`config.mk`:
```
export PLATFORM = sky130hd
export DESIGN_NAME = regfile_multiport_flat
export DESIGN_NICKNAME = d
export VERILOG_FILES = /design/src/rtl/regfile_multiport_pkg.sv /design/src/rtl/regfile_multiport_if.sv /design/src/rtl/regfile_multiport_read_port.sv /design/src/rtl/regfile_multiport.sv /design/src/flat_wrapper.sv
export SDC_FILE = /design/constraint.sdc
export NUM_CORES = 1
export LEC_CHECK = 0
export BUFFER_PORTS_ARGS = -buffer_cell sky130_fd_sc_hd__buf_4
export CAP_MARGIN = 20
export CORE_UTILIZATION = 55
export CTS_BUF_LIST = sky130_fd_sc_hd__clkbuf_4 sky130_fd_sc_hd__clkbuf_8
export DETAILED_ROUTE_END_ITERATION = 6
export HOLD_SLACK_MARGIN = 0.1
export PLACE_DENSITY = 0.81
export SLEW_MARGIN = 10
export SYNTH_ARGS = -nofsm -noshare
export SYNTH_HDL_FRONTEND = slang
export SYNTH_SLANG_ARGS = --single-unit
```
`constraint.sdc`:
```
create_clock -name clk -period 5.45 [get_ports clk]
set_input_delay 0.2725 -clock clk [delete_from_list [all_inputs] [get_ports clk]]
set_output_delay 0.2725 -clock clk [all_outputs]
set_load 0.01 [all_outputs]
```
`src/rtl/regfile_multiport_pkg.sv`:
```
// regfile_pkg: shared FSM state type and depth helper for regfile_multiport
package regfile_pkg;
  typedef enum logic {CLEAR, RUN} rf_state_t;
  function automatic int rf_depth(input int r_size);
    return 1 << r_size;
  endfunction
endpackage

```
`src/rtl/regfile_multiport_if.sv`:
```
// regfile_multiport_if: write/read/clear bus; master drives clearIn, writeEnable, wrAddressIn, dataIn, rdAddressIn; slave drives rdDataOut, ready
interface regfile_multiport_if #(parameter int N = 8, parameter int R_SIZE = 3, parameter int NUM_RD = 2);
  logic                     clearIn;
  logic                     writeEnable;
  logic [R_SIZE-1:0]        wrAddressIn;
  logic [N-1:0]             dataIn;
  logic [NUM_RD*R_SIZE-1:0] rdAddressIn;
  logic [NUM_RD*N-1:0]      rdDataOut;
  logic                     ready;
  modport master(output clearIn, writeEnable, wrAddressIn, dataIn, rdAddressIn, input rdDataOut, ready);
  modport slave(input clearIn, writeEnable, wrAddressIn, dataIn, rdAddressIn, output rdDataOut, ready);
endinterface

```
`src/rtl/regfile_multiport_read_port.sv`:
```
// regfile_read_port: one read port (i_run, i_we, i_addr, i_wr_addr, i_wr_data, i_regs -> o_data) with zero/bypass/array mux
module regfile_read_port #(
  parameter int N        = 8,
  parameter int R_SIZE   = 3,
  parameter int ZERO_REG = 1,
  parameter int BYPASS   = 1,
  parameter int DEPTH    = 8
) (
  input  logic              i_run,
  input  logic              i_we,
  input  logic [R_SIZE-1:0] i_addr,
  input  logic [R_SIZE-1:0] i_wr_addr,
  input  logic [N-1:0]      i_wr_data,
  input  logic [DEPTH*N-1:0] i_regs,
  output logic [N-1:0]      o_data
);
  always_comb
    o_data = (!i_run || (ZERO_REG != 0 && i_addr == '0)) ? '0 :
             (BYPASS != 0 && i_we && i_addr == i_wr_addr) ? i_wr_data :
             i_regs[i_addr*N +: N];
endmodule

```
`src/rtl/regfile_multiport.sv`:
```
// regfile_multiport: multi-read-port register file with clear engine (clk, rst, bus: slave modport of regfile_multiport_if)
module regfile_multiport import regfile_pkg::*; #(
  parameter int N        = 8,
  parameter int R_SIZE   = 3,
  parameter int NUM_RD   = 2,
  parameter int ZERO_REG = 1,
  parameter int BYPASS   = 1
) (
  input logic clk,
  input logic rst,
  regfile_multiport_if.slave bus
);
  localparam int DEPTH = rf_depth(R_SIZE);
  rf_state_t         r_state;
  logic [R_SIZE-1:0] r_clr_cnt;
  logic [N-1:0]      r_regs [DEPTH];
  logic [DEPTH*N-1:0] w_regs;
  logic              w_run;
  logic              w_wr;
  assign w_run     = r_state == RUN;
  assign w_wr      = w_run && bus.writeEnable && !(ZERO_REG != 0 && bus.wrAddressIn == '0);
  assign bus.ready = w_run;
  always_ff @(posedge clk)
    if (rst) begin
      r_state   <= CLEAR;
      r_clr_cnt <= '0;
    end else if (r_state == CLEAR) begin
      r_clr_cnt <= r_clr_cnt + 1'b1;
      if (&r_clr_cnt) r_state <= RUN;
    end else if (bus.clearIn) begin
      r_state   <= CLEAR;
      r_clr_cnt <= '0;
    end
  // Storage has no reset; only the clear engine initialises it.
  always_ff @(posedge clk)
    if (!rst && r_state == CLEAR) r_regs[r_clr_cnt] <= '0;
    else if (!rst && w_wr) r_regs[bus.wrAddressIn] <= bus.dataIn;
  for (genvar g = 0; g < DEPTH; g++) begin : g_flat
    assign w_regs[g*N +: N] = r_regs[g];
  end
  for (genvar k = 0; k < NUM_RD; k++) begin : g_rd
    regfile_read_port #(
      .N(N), .R_SIZE(R_SIZE), .ZERO_REG(ZERO_REG), .BYPASS(BYPASS), .DEPTH(DEPTH)
    ) u_rd (
      .i_run    (w_run),
      .i_we     (bus.writeEnable),
      .i_addr   (bus.rdAddressIn[k*R_SIZE +: R_SIZE]),
      .i_wr_addr(bus.wrAddressIn),
      .i_wr_data(bus.dataIn),
      .i_regs   (w_regs),
      .o_data   (bus.rdDataOut[k*N +: N])
    );
  end
endmodule

```
`src/flat_wrapper.sv`:
```
// flat-port wrapper written by rule: the top's interface ports become plain ports
module regfile_multiport_flat import regfile_pkg::*;
#(
  parameter int N        = 8,
  parameter int R_SIZE   = 3,
  parameter int NUM_RD   = 2,
  parameter int ZERO_REG = 1,
  parameter int BYPASS   = 1
)
  (clk, rst, bus_clearIn, bus_writeEnable, bus_wrAddressIn, bus_dataIn, bus_rdAddressIn, bus_rdDataOut, bus_ready);
  regfile_multiport_if #(.N(N), .R_SIZE(R_SIZE), .NUM_RD(NUM_RD)) bus_i ();
  input logic clk;
  input logic rst;
  input wire logic [$bits(bus_i.clearIn)-1:0] bus_clearIn;
  input wire logic [$bits(bus_i.writeEnable)-1:0] bus_writeEnable;
  input wire logic [$bits(bus_i.wrAddressIn)-1:0] bus_wrAddressIn;
  input wire logic [$bits(bus_i.dataIn)-1:0] bus_dataIn;
  input wire logic [$bits(bus_i.rdAddressIn)-1:0] bus_rdAddressIn;
  output wire logic [$bits(bus_i.rdDataOut)-1:0] bus_rdDataOut;
  output wire logic [$bits(bus_i.ready)-1:0] bus_ready;
  assign bus_i.clearIn = bus_clearIn;
  assign bus_i.writeEnable = bus_writeEnable;
  assign bus_i.wrAddressIn = bus_wrAddressIn;
  assign bus_i.dataIn = bus_dataIn;
  assign bus_i.rdAddressIn = bus_rdAddressIn;
  assign bus_rdDataOut = bus_i.rdDataOut;
  assign bus_ready = bus_i.ready;
  regfile_multiport #(.N(N), .R_SIZE(R_SIZE), .NUM_RD(NUM_RD), .ZERO_REG(ZERO_REG), .BYPASS(BYPASS)) u_core (.clk(clk), .rst(rst), .bus(bus_i));
endmodule
```
==> results.txt <==
pre-CTS WS = 2.52 ns
Crit Path Class = reg2reg
Seq/Total Area, Yosys = 0.559
design area = 4110 sq um
Post-DP Area = 3890 sq um
number of global-route vias before repair = 2,162
Final Routed Wirelength = 8.04 mm
Rows = 29
input/output buffers = 37
final setup fails = 0
Area Overhead vs Synth = 14.8%
total die area = 6840 sq um
required time of the critical path = 5.50 ns
top post-synthesis cells by area = edfxtp_1 54%, mux4_2 20%, mux2i_1 4.5%, a211oi_1 3.4%, dfxtp_1 2.2%
period utilization = 0.513
final worst slack = 2.65 ns
Starting Density = 0.568
Max Transition Viols Final = 0
share of layout cells above drive strength 1 = 0.383
top_reg_cell synth = edfxtp_1
crit path launch type = flip-flop
CP cell instances = and3b_2 -> and2_1 -> nor2_1 -> nor3_1 -> buf_4
hold buffers post-CTS = 0
routed len/inst = 23.8 um
Top delay family on crit path = simple AND/OR/NAND/NOR gates
post-cts gate resize count = 0
first-pass GRT wire length = 11.8 mm
drt first pass iters = 7
post-synth net total = 242
critical path arrival = 2.84 ns
Via density = 6.63
setup TNS = 0 ns
leading area contributor after synthesis = edfxtp_1
Fin Clk Skew = 0.0107 ns
Final nets = 279
Synth Cell Area = 3580 sq um
post-DP HPWL = 5.47 mm
M1 GR Usage = 0.344
total gr overflow = 0
dpl cells = 322
RSZ-0062 raised after global routing = no
clock latency on the worst-skew pair = 0.34 ns
Core Region = 6310 sq um
Hold Fails Final Rpt = 0
# diodes = 0
synth warn = 0
Largest stage delay, worst path = 0.80 ns
area share of the largest cell type after synthesis = 0.536
post-CTS setup buffer count = 0
slew of the pin with the lowest slew margin = 1.09 ns
CTS tree = built
clk slew on worst S/H paths = 0.08 ns
met3 GRT Util = 0.0505
H-tree depth reported by CTS = 3
Static Leak = 1.47 nW
Die Height = 82.7 um
Worst Path Max Fanout = 14
total track usage = 0.256
min Tclk post-route = 2.80 ns
Die Span X = 82.7 um
Util after Layout = 0.652
Fmax = 0.357 GHz
status = complete, no violations
worst hold margin = 0.138 ns
maxcap violations = 0
largest net degree at the start of global routing = 19
Hold Crit Class = in2reg
fill cell count = 460
1st-iter DRT viols = 240
clock buffer depth = 2
syn avg cell area = 16.4 sq um
Synth Instances = 219
total CTS buffers = 9
Sink Count = 68
DRC viols = 0
Root Driver = clkbuf_8
RePlAce Congestion = 0.844
synthesized flop and latch total = 68
initial antenna violation count = 0
critical path's slowest cell = nor3_1
Peak supply drop = 256 uV
WP buf/inv = 1
antenna violation net count after detailed routing = 0
vias = 2,240
Unique masters post-synth = 33
GRT met2 Usage = 0.413
Layout Cells excl Fill = 338
P per Cell Area = 282 nW/um^2
Most Used Layer, Global Route = met2
I/O pins = 38
Async S/R FF share, synth = 0
Slew HR = 0.275
CP Capture Type = flip-flop
number of synthesized flops with an enable pin = 64
Overall Power = 1.16 mW
where the power goes:
part           internal [mW]  leakage, nW  switching (mW)  total (mW)
logic                 0.0570        0.720          0.0573       0.114
registers              0.579        0.640         0.00858       0.588
clock network          0.260        0.110           0.198       0.458
total                  0.896         1.47           0.264        1.16
flip-flops by register name (all words and copies together), names as in the netlist:
register and flops:
u_core.bus.ready 1, u_core.r_regs 64, u_core.r_clr_cnt 3
cells in the mapped netlist (all sizes together), types with 3 or more instances:
| cell | number |
|---|---|
| buf | 15 |
| nand3b | 3 |
| edfxtp | 64 |
| nand2b | 3 |
| nor2 | 19 |
| mux2i | 16 |
| nor2b | 4 |
| xnor2 | 6 |
| dfxtp | 4 |
| nor3 | 3 |
| a211oi | 16 |
| mux4 | 32 |
| a21oi | 4 |
| and3 | 8 |
metal layers:
| layer | vias up | routed length (um) |
|---|---|---|
| li1 | 984 | - |
| met4 | 0 | 87 |
| met1 | 1150 | 3160 |
| met2 | 98 | 4140 |
| met5 | - | 0 |
| met3 | 8 | 646 |
path summary, 6_finish.rpt:
kind / cells after the start / from / slack [ns] / to
worst max-delay path: 5 / u_core.bus.ready / 2.65 / u_core.r_regs[6][3]
worst min-delay path: 2 / rst / 0.14 / u_core.r_clr_cnt[1]
worst max register to register: 5 / u_core.bus.ready / 2.65 / u_core.r_regs[6][3]
worst min register to register: 2 / u_core.r_clr_cnt[1] / 0.55 / u_core.r_clr_cnt[1]
cell usage in the layout (no fill, tap or decap), drive strengths merged, types with 3 or more instances in the layout:
cell type and n:
edfxtp 64, xnor2 6, mux4 32, nor2b 4, mux2i 16, nor3 3
buf 42, nor2 19, nand2b 3, nand3b 3, clkbuf 9, dfxtp 4
and3 8, clkinv 3, a21oi 4, a211oi 16
final cells by class:
| type | instances | area, sq um | area share |
|---|---|---|---|
| multi-input cells | 135 | 1480 | 0.359 |
| clock buffers | 9 | 124 | 0.0301 |
| well taps | 77 | 96.3 | 0.0234 |
| flip-flops and latches | 68 | 2000 | 0.487 |
| clock inverters | 7 | 98.8 | 0.0240 |
| repair buffers | 42 | 315 | 0.0766 |
cell families (layout without fill, tap and decap cells):
group	after synthesis	count (layout)	share of synthesized area
xor gates and xnor gates	6	6	0.0147
AOI/OAI and AO/OA	27	27	0.0583
and+or+nand+nor	52	52	0.0803
adders and majority gates	2	2	0.00698
buffers and inverters	16	58	0.0353
muxes	48	48	0.246
DFF	68	68	0.559
Power figures use the tool's default switching activity.
